<file path="src/rtl/dram_pkg.sv">
// Shared DRAM types and address decode, used by the command issuer and the scheduler queue.
package dram_pkg;

  typedef enum logic [2:0] {NOP = 3'd0, ACT = 3'd1, RD = 3'd2, WR = 3'd3, PRE = 3'd4} cmd_e;
  typedef enum logic [1:0] {READ = 2'd0, WRITE = 2'd1, IFETCH = 2'd2} op_e;

  localparam logic [1:0] OP_ILLEGAL = 2'd3;
  localparam int ADDR_W = 34;

  localparam int COL_LO_LSB = 2;
  localparam int COL_LO_W   = 4;
  localparam int CH_BIT     = 6;
  localparam int BG_LSB     = 7;
  localparam int BANK_LSB   = 10;
  localparam int COL_HI_LSB = 12;
  localparam int COL_HI_W   = 6;
  localparam int ROW_LSB    = 18;

  typedef struct packed {
    logic        channel;
    logic [2:0]  bg;
    logic [1:0]  bank;
    logic [15:0] row;
    logic [9:0]  col;
  } dram_addr_s;

  // Byte offset [1:0] is dropped; column is split around channel/bg/bank.
  function automatic dram_addr_s decode_addr(input logic [ADDR_W-1:0] a);
    dram_addr_s d;
    d.channel = a[CH_BIT];
    d.bg      = a[BG_LSB +: 3];
    d.bank    = a[BANK_LSB +: 2];
    d.row     = a[ROW_LSB +: 16];
    d.col     = {a[COL_HI_LSB +: COL_HI_W], a[COL_LO_LSB +: COL_LO_W]};
    return d;
  endfunction

endpackage

</file>
<file path="src/rtl/dram_timing_ctr.sv">
// Loadable 8-bit down-counter; saturates at zero and flags it.
module dram_timing_ctr (
  input  logic       clk,
  input  logic       rst,
  input  logic       load,
  input  logic [7:0] load_val,
  output logic       zero
);

  logic [7:0] count;

  always_ff @(posedge clk or posedge rst) begin
    if (rst)                 count <= 8'd0;
    else if (load)           count <= load_val;
    else if (count != 8'd0)  count <= count - 8'd1;
  end

  assign zero = (count == 8'd0);

endmodule

</file>
<file path="src/rtl/dram_cmd_issuer.sv">
// Closed-page DDR5 command issuer: ACT -> RD/WR -> PRE per request, then one-cycle response.
// Optional CMD_LOG_EN adds a cycle counter and a per-command/response log.
module dram_cmd_issuer
  import dram_pkg::*;
#(
  parameter int TRCD   = 39,
  parameter int TCL    = 40,
  parameter int TCWL   = 38,
  parameter int TBURST = 8,
  parameter int TRAS   = 76,
  parameter int TRP    = 39
) (
  input  logic        dimm_clock,
  input  logic        reset,
  input  logic        req_valid,
  output logic        req_ready,
  input  logic [1:0]  req_op,
  input  logic [33:0] req_addr,
  output logic        cmd_valid,
  output logic [2:0]  cmd_code,
  output logic        cmd_phase,
  output logic        cmd_channel,
  output logic [2:0]  cmd_bg,
  output logic [1:0]  cmd_bank,
  output logic [15:0] cmd_row,
  output logic [9:0]  cmd_col,
  output logic        resp_valid,
  output logic [1:0]  resp_op,
  output logic [33:0] resp_addr,
  output logic        resp_err,
  output logic        busy
);

  typedef enum logic [2:0] {
    S_IDLE, S_ACT, S_WAIT_RCD, S_CAS, S_WAIT_DATA, S_PRE, S_WAIT_RP, S_RESP
  } state_e;

  // A wait state lasting W cycles loads W-1; two-cycle commands eat into the window.
  localparam logic [7:0] RCD_LD = 8'(TRCD - 3);
  localparam logic [7:0] RD_LD  = 8'(TCL + TBURST - 3);
  localparam logic [7:0] WR_LD  = 8'(TCWL + TBURST - 3);
  localparam logic [7:0] RP_LD  = 8'(TRP - 2);
  localparam logic [7:0] RAS_LD = 8'(TRAS - 1);

  state_e      state_q, state_d;
  logic        phase_q, phase_d;
  logic [1:0]  op_q;
  logic [33:0] addr_q;
  dram_addr_s  dec_q;
  logic        accept;
  logic        seq_load, seq_zero, ras_zero;
  logic [7:0]  seq_val;
  cmd_e        cmd_sel;

  assign accept = req_valid && req_ready;

  dram_timing_ctr u_seq_ctr (
    .clk(dimm_clock), .rst(reset), .load(seq_load), .load_val(seq_val), .zero(seq_zero)
  );

  // tRAS runs from ACT phase 0 alongside the RCD/CAS/data waits.
  dram_timing_ctr u_ras_ctr (
    .clk(dimm_clock), .rst(reset), .load(accept), .load_val(RAS_LD), .zero(ras_zero)
  );

  always_ff @(posedge dimm_clock or posedge reset) begin
    if (reset) begin
      state_q <= S_IDLE;
      phase_q <= 1'b0;
    end else begin
      state_q <= state_d;
      phase_q <= phase_d;
    end
  end

  // Illegal requests never reach the command bus, so they leave the address fields alone.
  always_ff @(posedge dimm_clock or posedge reset) begin
    if (reset) begin
      op_q   <= 2'd0;
      addr_q <= '0;
      dec_q  <= '0;
    end else if (accept) begin
      op_q   <= req_op;
      addr_q <= req_addr;
      if (req_op != OP_ILLEGAL) dec_q <= decode_addr(req_addr);
    end
  end

  always_comb begin
    state_d  = state_q;
    phase_d  = 1'b0;
    seq_load = 1'b0;
    seq_val  = RCD_LD;
    case (state_q)
      S_IDLE:      if (accept) state_d = (req_op == OP_ILLEGAL) ? S_RESP : S_ACT;
      S_ACT: begin
        if (!phase_q) phase_d = 1'b1;
        else begin
          state_d  = S_WAIT_RCD;
          seq_load = 1'b1;
          seq_val  = RCD_LD;
        end
      end
      S_WAIT_RCD:  if (seq_zero) state_d = S_CAS;
      S_CAS: begin
        if (!phase_q) phase_d = 1'b1;
        else begin
          state_d  = S_WAIT_DATA;
          seq_load = 1'b1;
          seq_val  = (op_q == WRITE) ? WR_LD : RD_LD;
        end
      end
      S_WAIT_DATA: if (seq_zero && ras_zero) state_d = S_PRE;
      S_PRE: begin
        state_d  = S_WAIT_RP;
        seq_load = 1'b1;
        seq_val  = RP_LD;
      end
      S_WAIT_RP:   if (seq_zero) state_d = S_RESP;
      S_RESP:      state_d = S_IDLE;
      default:     state_d = S_IDLE;
    endcase
  end

  always_comb begin
    cmd_valid = 1'b0;
    cmd_sel   = NOP;
    cmd_phase = 1'b0;
    case (state_q)
      S_ACT: begin
        cmd_valid = 1'b1;
        cmd_sel   = ACT;
        cmd_phase = phase_q;
      end
      S_CAS: begin
        cmd_valid = 1'b1;
        cmd_sel   = (op_q == WRITE) ? WR : RD;
        cmd_phase = phase_q;
      end
      S_PRE: begin
        cmd_valid = 1'b1;
        cmd_sel   = PRE;
      end
      default: ;
    endcase
  end

  assign cmd_code    = cmd_sel;
  assign cmd_channel = dec_q.channel;
  assign cmd_bg      = dec_q.bg;
  assign cmd_bank    = dec_q.bank;
  assign cmd_row     = dec_q.row;
  assign cmd_col     = dec_q.col;
  assign req_ready   = (state_q == S_IDLE);
  assign busy        = (state_q != S_IDLE);
  assign resp_valid  = (state_q == S_RESP);
  assign resp_err    = resp_valid && (op_q == OP_ILLEGAL);
  assign resp_op     = resp_valid ? op_q : 2'd0;
  assign resp_addr   = resp_valid ? addr_q : 34'd0;

`ifdef CMD_LOG_EN
  logic [63:0] cycle_q;

  always_ff @(posedge dimm_clock or posedge reset) begin
    if (reset) cycle_q <= 64'd0;
    else begin
      cycle_q <= cycle_q + 64'd1;
      if (cmd_valid && !cmd_phase)
        $display("%0d CH%0d %s BG%0d BA%0d R%0h C%0h", cycle_q, cmd_channel,
                 cmd_sel.name(), cmd_bg, cmd_bank, cmd_row, cmd_col);
      if (resp_valid)
        $display("%0d DONE op%0d addr %0h err%0d", cycle_q, resp_op, resp_addr, resp_err);
    end
  end
`endif

endmodule

</file>
<file path="config.mk">
export PLATFORM = sky130hd
export DESIGN_NAME = dram_cmd_issuer
export DESIGN_NICKNAME = d
export VERILOG_FILES = /design/src/rtl/dram_pkg.sv /design/src/rtl/dram_timing_ctr.sv /design/src/rtl/dram_cmd_issuer.sv
export SDC_FILE = /design/constraint.sdc
export NUM_CORES = 1
export LEC_CHECK = 0
export ABC_AREA = 1
export CORE_AREA = 5 5 95 97
export DETAILED_ROUTE_END_ITERATION = 16
export DIE_AREA = 0 0 100 102
export DONT_BUFFER_PORTS = 1
export HOLD_SLACK_MARGIN = 0.15
export MAX_ROUTING_LAYER = met4
export PLACE_DENSITY = 0.81
export SLEW_MARGIN = 10
export SYNTH_ARGS = -nofsm -noshare
export SYNTH_HDL_FRONTEND = slang
export SYNTH_HIERARCHICAL = 1
export SYNTH_SLANG_ARGS = --single-unit
export TNS_END_PERCENT = 1
</file>
<file path="constraint.sdc">
create_clock -name dimm_clock -period 3 [get_ports dimm_clock]
set_clock_uncertainty 0.1 [all_clocks]
set_input_delay 0.45 -clock dimm_clock [delete_from_list [all_inputs] [get_ports dimm_clock]]
set_output_delay 0.45 -clock dimm_clock [all_outputs]
set_load 0.01 [all_outputs]
</file>
# Word-level counts from Yosys, hierarchy flattened
# Index checks and enable logic that the tools add are counted.
totals:
  ff_bits: 88
  latch_bits: 0
  ram_bits: 0
  romBits: 0
  inputBits: 39
  output_inout_bits: 77
  n_memories: 0
op_classes:
  addsub: 2
  n_mul: 0
  n_div: 0
  order_cmp: 0
  n_eq_ne: 17
  n_shift: 0
  muxes: 25
  bitwise: 0
  reduce_logical: 15
ops:
  columns: ["op", "n"]
  rows:
  - ["2-to-1 mux 34 bit", 1]
  - ["2-to-1 mux 8 bit", 4]
  - ["2-to-1 mux 3 bit", 8]
  - ["one-hot mux 3 bit (8 select lines)", 1]
  - ["logical NOT 8 bit", 2]
  - ["nonzero test 8 bit", 2]
  - ["subtractor 8 x 1 -> 8 bit, second input constant", 2]
  - ["== test 3 bit, second input constant", 4]
  - ["!= test 2 bit, second input constant", 6]
  - ["one-hot mux 3 bit (3 select lines)", 1]
  - ["one-hot mux 4 bit (2 select lines)", 1]
  - ["== test 3 x 2 -> 1 bit, second input constant", 2]
  - ["2-to-1 mux 1 bit", 6]
  - ["AND reduction 6 bit", 1]
  - ["== test 2 bit, second input constant", 2]
  - ["2-to-1 mux 4 bit", 1]
  - ["nonzero test 2 bit", 2]
  - ["== test 3 x 1 -> 1 bit, second input constant", 1]
  - ["logical AND 1 bit", 3]
  - ["logical NOT 3 bit", 1]
  - ["nonzero test 3 bit", 1]
  - ["OR reduction 3 bit", 1]
  - ["== test 2 x 1 -> 1 bit, second input constant", 1]
  - ["2-to-1 mux 2 bit", 1]
  - ["4 further kinds", 4]

# Depth between registers and ports, before layout
depth:
  depth_word: 5
  depth_mapped: 10
  ltp_nobuf: 10

# Modules after synthesis
# The synthesis kept the hierarchy.
by_module_without_submodules:
  columns: ["module", "n_inst", "cells_per_inst", "area_per_inst_um2"]
  rows:
  - ["dram_cmd_issuer", 1, 388, 3231.8]
  - ["dram_timing_ctr", 2, 71, 530.5]

# Worst setup path after synthesis
# OpenSTA, ideal clock, no wires.
synth_path:
  path_kind: "reg-to-reg"
  from: "register state_q[0]"
  to: "register u_seq_ctr.count[1]"
  arrival_ns: 1.499
  required_ns: 2.783
  path_slack_ns: 1.284
  path_stages_with_launch: 9
  path_buffers: 1
  cell_sequence: "dfrtp_1 -> inv_1 -> nor2_1 -> inv_1 -> o21ai_0 -> buf_4 -> o21ai_0 -> nand2_1 -> o21ai_2"
synth_via:
  elab_chain_cells: 4
synth_rtl:
  columns: ["element", "line_no", "text"]
  rows:
  - ["start: declaration", "dram_cmd_issuer.sv:45", "state_e state_q, state_d;"]
  - ["start signal: assignment", "dram_cmd_issuer.sv:71", "state_q <= state_d;"]
  - ["== test 3 x 2 -> 1 bit / == test 3 x 1 -> 1 bit (equally long branches)", "dram_cmd_issuer.sv:94", "case (state_q)"]
  - ["OR reduction 2 bit (no source line)", null, null]
  - ["one-hot mux 1 bit (2 select lines) *", "dram_cmd_issuer.sv:94", null]
  - ["via seq_load", "dram_cmd_issuer.sv:51", "logic seq_load, seq_zero, ras_zero;"]
  - ["2-to-1 mux 8 bit / nonzero test 2 bit (equally long branches)", null, null]
  - ["end signal: assignment", "dram_timing_ctr.sv:14", "else if (load) count <= load_val;"]
  - ["end signal: assignment", "dram_timing_ctr.sv:15", "else if (count != 8'd0) count <= count - 8'd1;"]
  - ["end: declaration", "dram_timing_ctr.sv:10", "logic [7:0] count;"]
# Mark *: on every way through the listed nets, which the timed path passes. The rest lies on a longest branch.
# A chain may end at the register's enable or synchronous reset.

# Final worst setup path
layout_path:
  from: "register state_q[1]"
  to: "output port resp_err"
layout_via:
  elab_chain_cells: 2
layout_rtl:
  columns: ["element", "line_no", "text"]
  rows:
  - ["== test 3 bit", "dram_cmd_issuer.sv:156", "assign resp_valid = (state_q == S_RESP);"]
  - ["logical AND 1 bit", "dram_cmd_issuer.sv:157", "assign resp_err = resp_valid && (op_q == OP_ILLEGAL);"]
  - ["end: declaration", "dram_cmd_issuer.sv:30", "output logic resp_err,"]
# Every way passes these cells.

==> results.cfg <==
[min_path]
hold_depth = 3
hold_path_class = input port to register
min_from = req_op[1]

[critical_path]
cpMostUsedCell = buf_4
worstPathCellList = nand3_1, buf_4, nor3_1, buf_4
critical_path.max_fanout = 39
cp-startpoint = state_q[1]$_DFFE_PP0P_
cp-start-kind = register
rr_worst_depth = 5
r2r_setup_slack_ns = 1.03
critPathCapture = resp_err
cp.required_ns = 2.45
cpPeakStageDelay_ns = 0.47
worstSetupPathType = register to primary output
cp_slowest_cell = dfrtp_1
rr_startpoint = state_q[1]$_DFFE_PP0P_
end_kind = primary output
r2r_end = cmd_row[7]$_DFFE_PP0P_
cp_data_arrival_time_ns = 1.58

[final_layout]
final_cell_area_sq_um = 4910
nets = 617
layout_commonest_cell = nand2_1
drive_gt1_frac = 0.0775
n_antenna_cell = 0
syn_to_final_growth_pct = 14.5
final_cell_mix = 142 x nand2_1, 92 x inv_1, 88 x dfrtp_1

[sta]
holdWs_ns = 0.267
finalCritPeriodShare = 0.710
fin_setup_tns_ns = 0
slew_headroom = 0.486
worstMarginPinSlew_ns = 0.770
finalMaxSlewViolations = 0
fmax_mhz = 470
finalHoldViolations = 0
period_needed_ns = 2.13
setup_viol = 0
rsz0062_at_grt = no
fin_ws_ns = 0.870

[yosys]
syn-cell-area_sq_um = 4290
synth.distinct_cells = 27
avgSynthCellArea_sq_um = 8.10
ys_seq_elements = 88
synthMuxAreaShare = 0
synthXorXnorAreaFrac = 0.00816
syn_inst = 530
synthSimpleGateAreaFrac = 0.248
synth-compound-area-share = 0.100
synth_top_family_by_area = simple AND/OR/NAND/NOR gates
yosys_warnings = 6
synthAdderAreaFrac = 0.00583
synth-seq-area-share = 0.513

[power_and_ir_drop]
p_per_area_nw_per_um2 = 988
finalPower_uw = 4850
worst_ir_drop_vdd_mv = 0.454
power_leakage_uw = 0.00259

[grt]
grt_use_total = 0.203
antenna_found_initial = 0
grt_overflow = 0
grt_pass1_wl_um = 15900
grt_max_degree = 64
grt_pass1_vias = 3305

[flow_run]
cap_viol_max_count = 0

[run_status]
status = finished, final reports clean

[floorplan]
rows = 33
dieArea_sq_um = 10200
ioPinCount = 116
coreArea_sq_um = 8050
dieHeight_um = 102
die_w_um = 100
initial_core_util = 0.533

[placed_design]
io_buffer_count = 0
placed_area_sq_um = 4360
pre_cts_slack_ns = 1.05
gp_congestion = 0.831
dp_hpwl_um = 6510

[route]
vias = 3350
wl_um = 9580
routedWlPerCell_um = 14.0
drt_iter0_drc = 150
drc = 0
drt-pass1-iter-count = 4
ant_nets = 0
vias_per_cell = 4.88

[cts]
cts_buffers = 9
clock-sinks = 88
clock_latency_ns = 0.35
clk_pin_slew_worst_paths_ns = 0.09
clock-root-buffer = clkbuf_8
clockBufferDepth = 2
cts_resized = 0
cts.htree.levels = 3
cts_tree = done
-- worst min-delay path by stage --
stage	endpoint	slack (ns)
final	cmd_col[9]$_DFFE_PP0P_	0.27
after global routing	cmd_col[9]$_DFFE_PP0P_	0.26
after CTS	cmd_col[9]$_DFFE_PP0P_	0.25
after detailed placement	u_seq_ctr/count[4]$_DFFE_PP0P_	0.22
after global placement	u_seq_ctr/count[4]$_DFFE_PP0P_	0.21
after floorplan	u_ras_ctr/count[0]$_DFFE_PP0P_	0.17
-- power by group --
| group | switching (uW) | internal, uW |
|---|---|---|
| Clock | 413 | 351 |
| Sequential | 461 | 1760 |
| Combinational | 1220 | 646 |
| Total | 2100 | 2760 |
-- cell families (layout without fill, tap and decap cells) --
logic type / Yosys count / in the layout
AND/OR/NAND/NOR: 238 / 238
buffers and inverters: 114 / 155
flip-flops: 88 / 88
AO/OA/AOI/OAI: 82 / 82
XOR/XNOR: 4 / 4
adder cells (fa/ha/maj): 2 / 2
other: 2 / 12
-- registers in the layout, indices dropped and copies added (netlist names) --
signal,count
u_seq_ctr/count,8
phase_q,1
cmd_col,10
op_q,2
addr_q,34
u_ras_ctr/count,8
cmd_channel,1
cmd_bg,3
cmd_bank,2
state_q,3
cmd_row,16
-- cell type report --
class,count,area [sq um]
flip-flops and latches,88,2200
inverters,94,353
well taps,105,131
fillers,687,3140
clock inverters,3,23.8
clock buffers,13,159
repair buffers,45,443
multi-input cells,338,1600
-- synthesized netlist by cell type --
master      n  area [sq um]
o21ai_1    54           270
ha_1        2          25.0
nor3_1      2          10.0
buf_6      10           113
o21ai_2     4          35.0
nor2_8      3          60.1
nand3b_1    1          7.51
inv_2       1          3.75
nand3_2     1          10.0
nand2_2     2          12.5
nand3_1    17          85.1
o21bai_1    2          15.0
dfrtp_1    88          2200
nand2_1   142           533
conb_1      2          7.51
xor2_1      2          17.5
nand2_4     6          67.6
nand4_1     1          6.26
inv_1      93           349
o21ai_0    21           105
buf_2       4          20.0
xnor2_1     2          17.5
nor2_1     58           218
nor2_4      5          56.3
a21oi_1     1          5.00
clkbuf_1    1          3.75
buf_4       5          37.5
-- layer usage --
layer,vias up,share of wire,global-route usage,routed length [um]
met5,-,0,-,0
met4,0,0.019,0.0808,178
met3,14,0.069,0.0512,660
met1,1557,0.42,0.234,3990
met2,105,0.50,0.343,4750
li1,1674,-,-,-
-- worst max-delay path, delay by kind of cell (launching register included) --
| kind | cells | cell delay (ns) |
|---|---|---|
| buffers and inverters | 2 | 0.55 |
| and+or+nand+nor | 2 | 0.22 |
| DFF | 1 | 0.47 |
-- stage by stage --
step / utilization / cells
after floorplan: - / 540
after global placement: 0.542 / 633
after detailed placement: 0.542 / 633
after CTS: 0.610 / 686
after global routing: 0.610 / 686
final: 0.610 / 686
-- repair_timing --
action | in CTS | in global routing
buffers inserted | 0 | 0
endpoints found under the hold margin | 119 | 0
hold buffers | 37 | 0
Power figures use the tool's default switching activity.
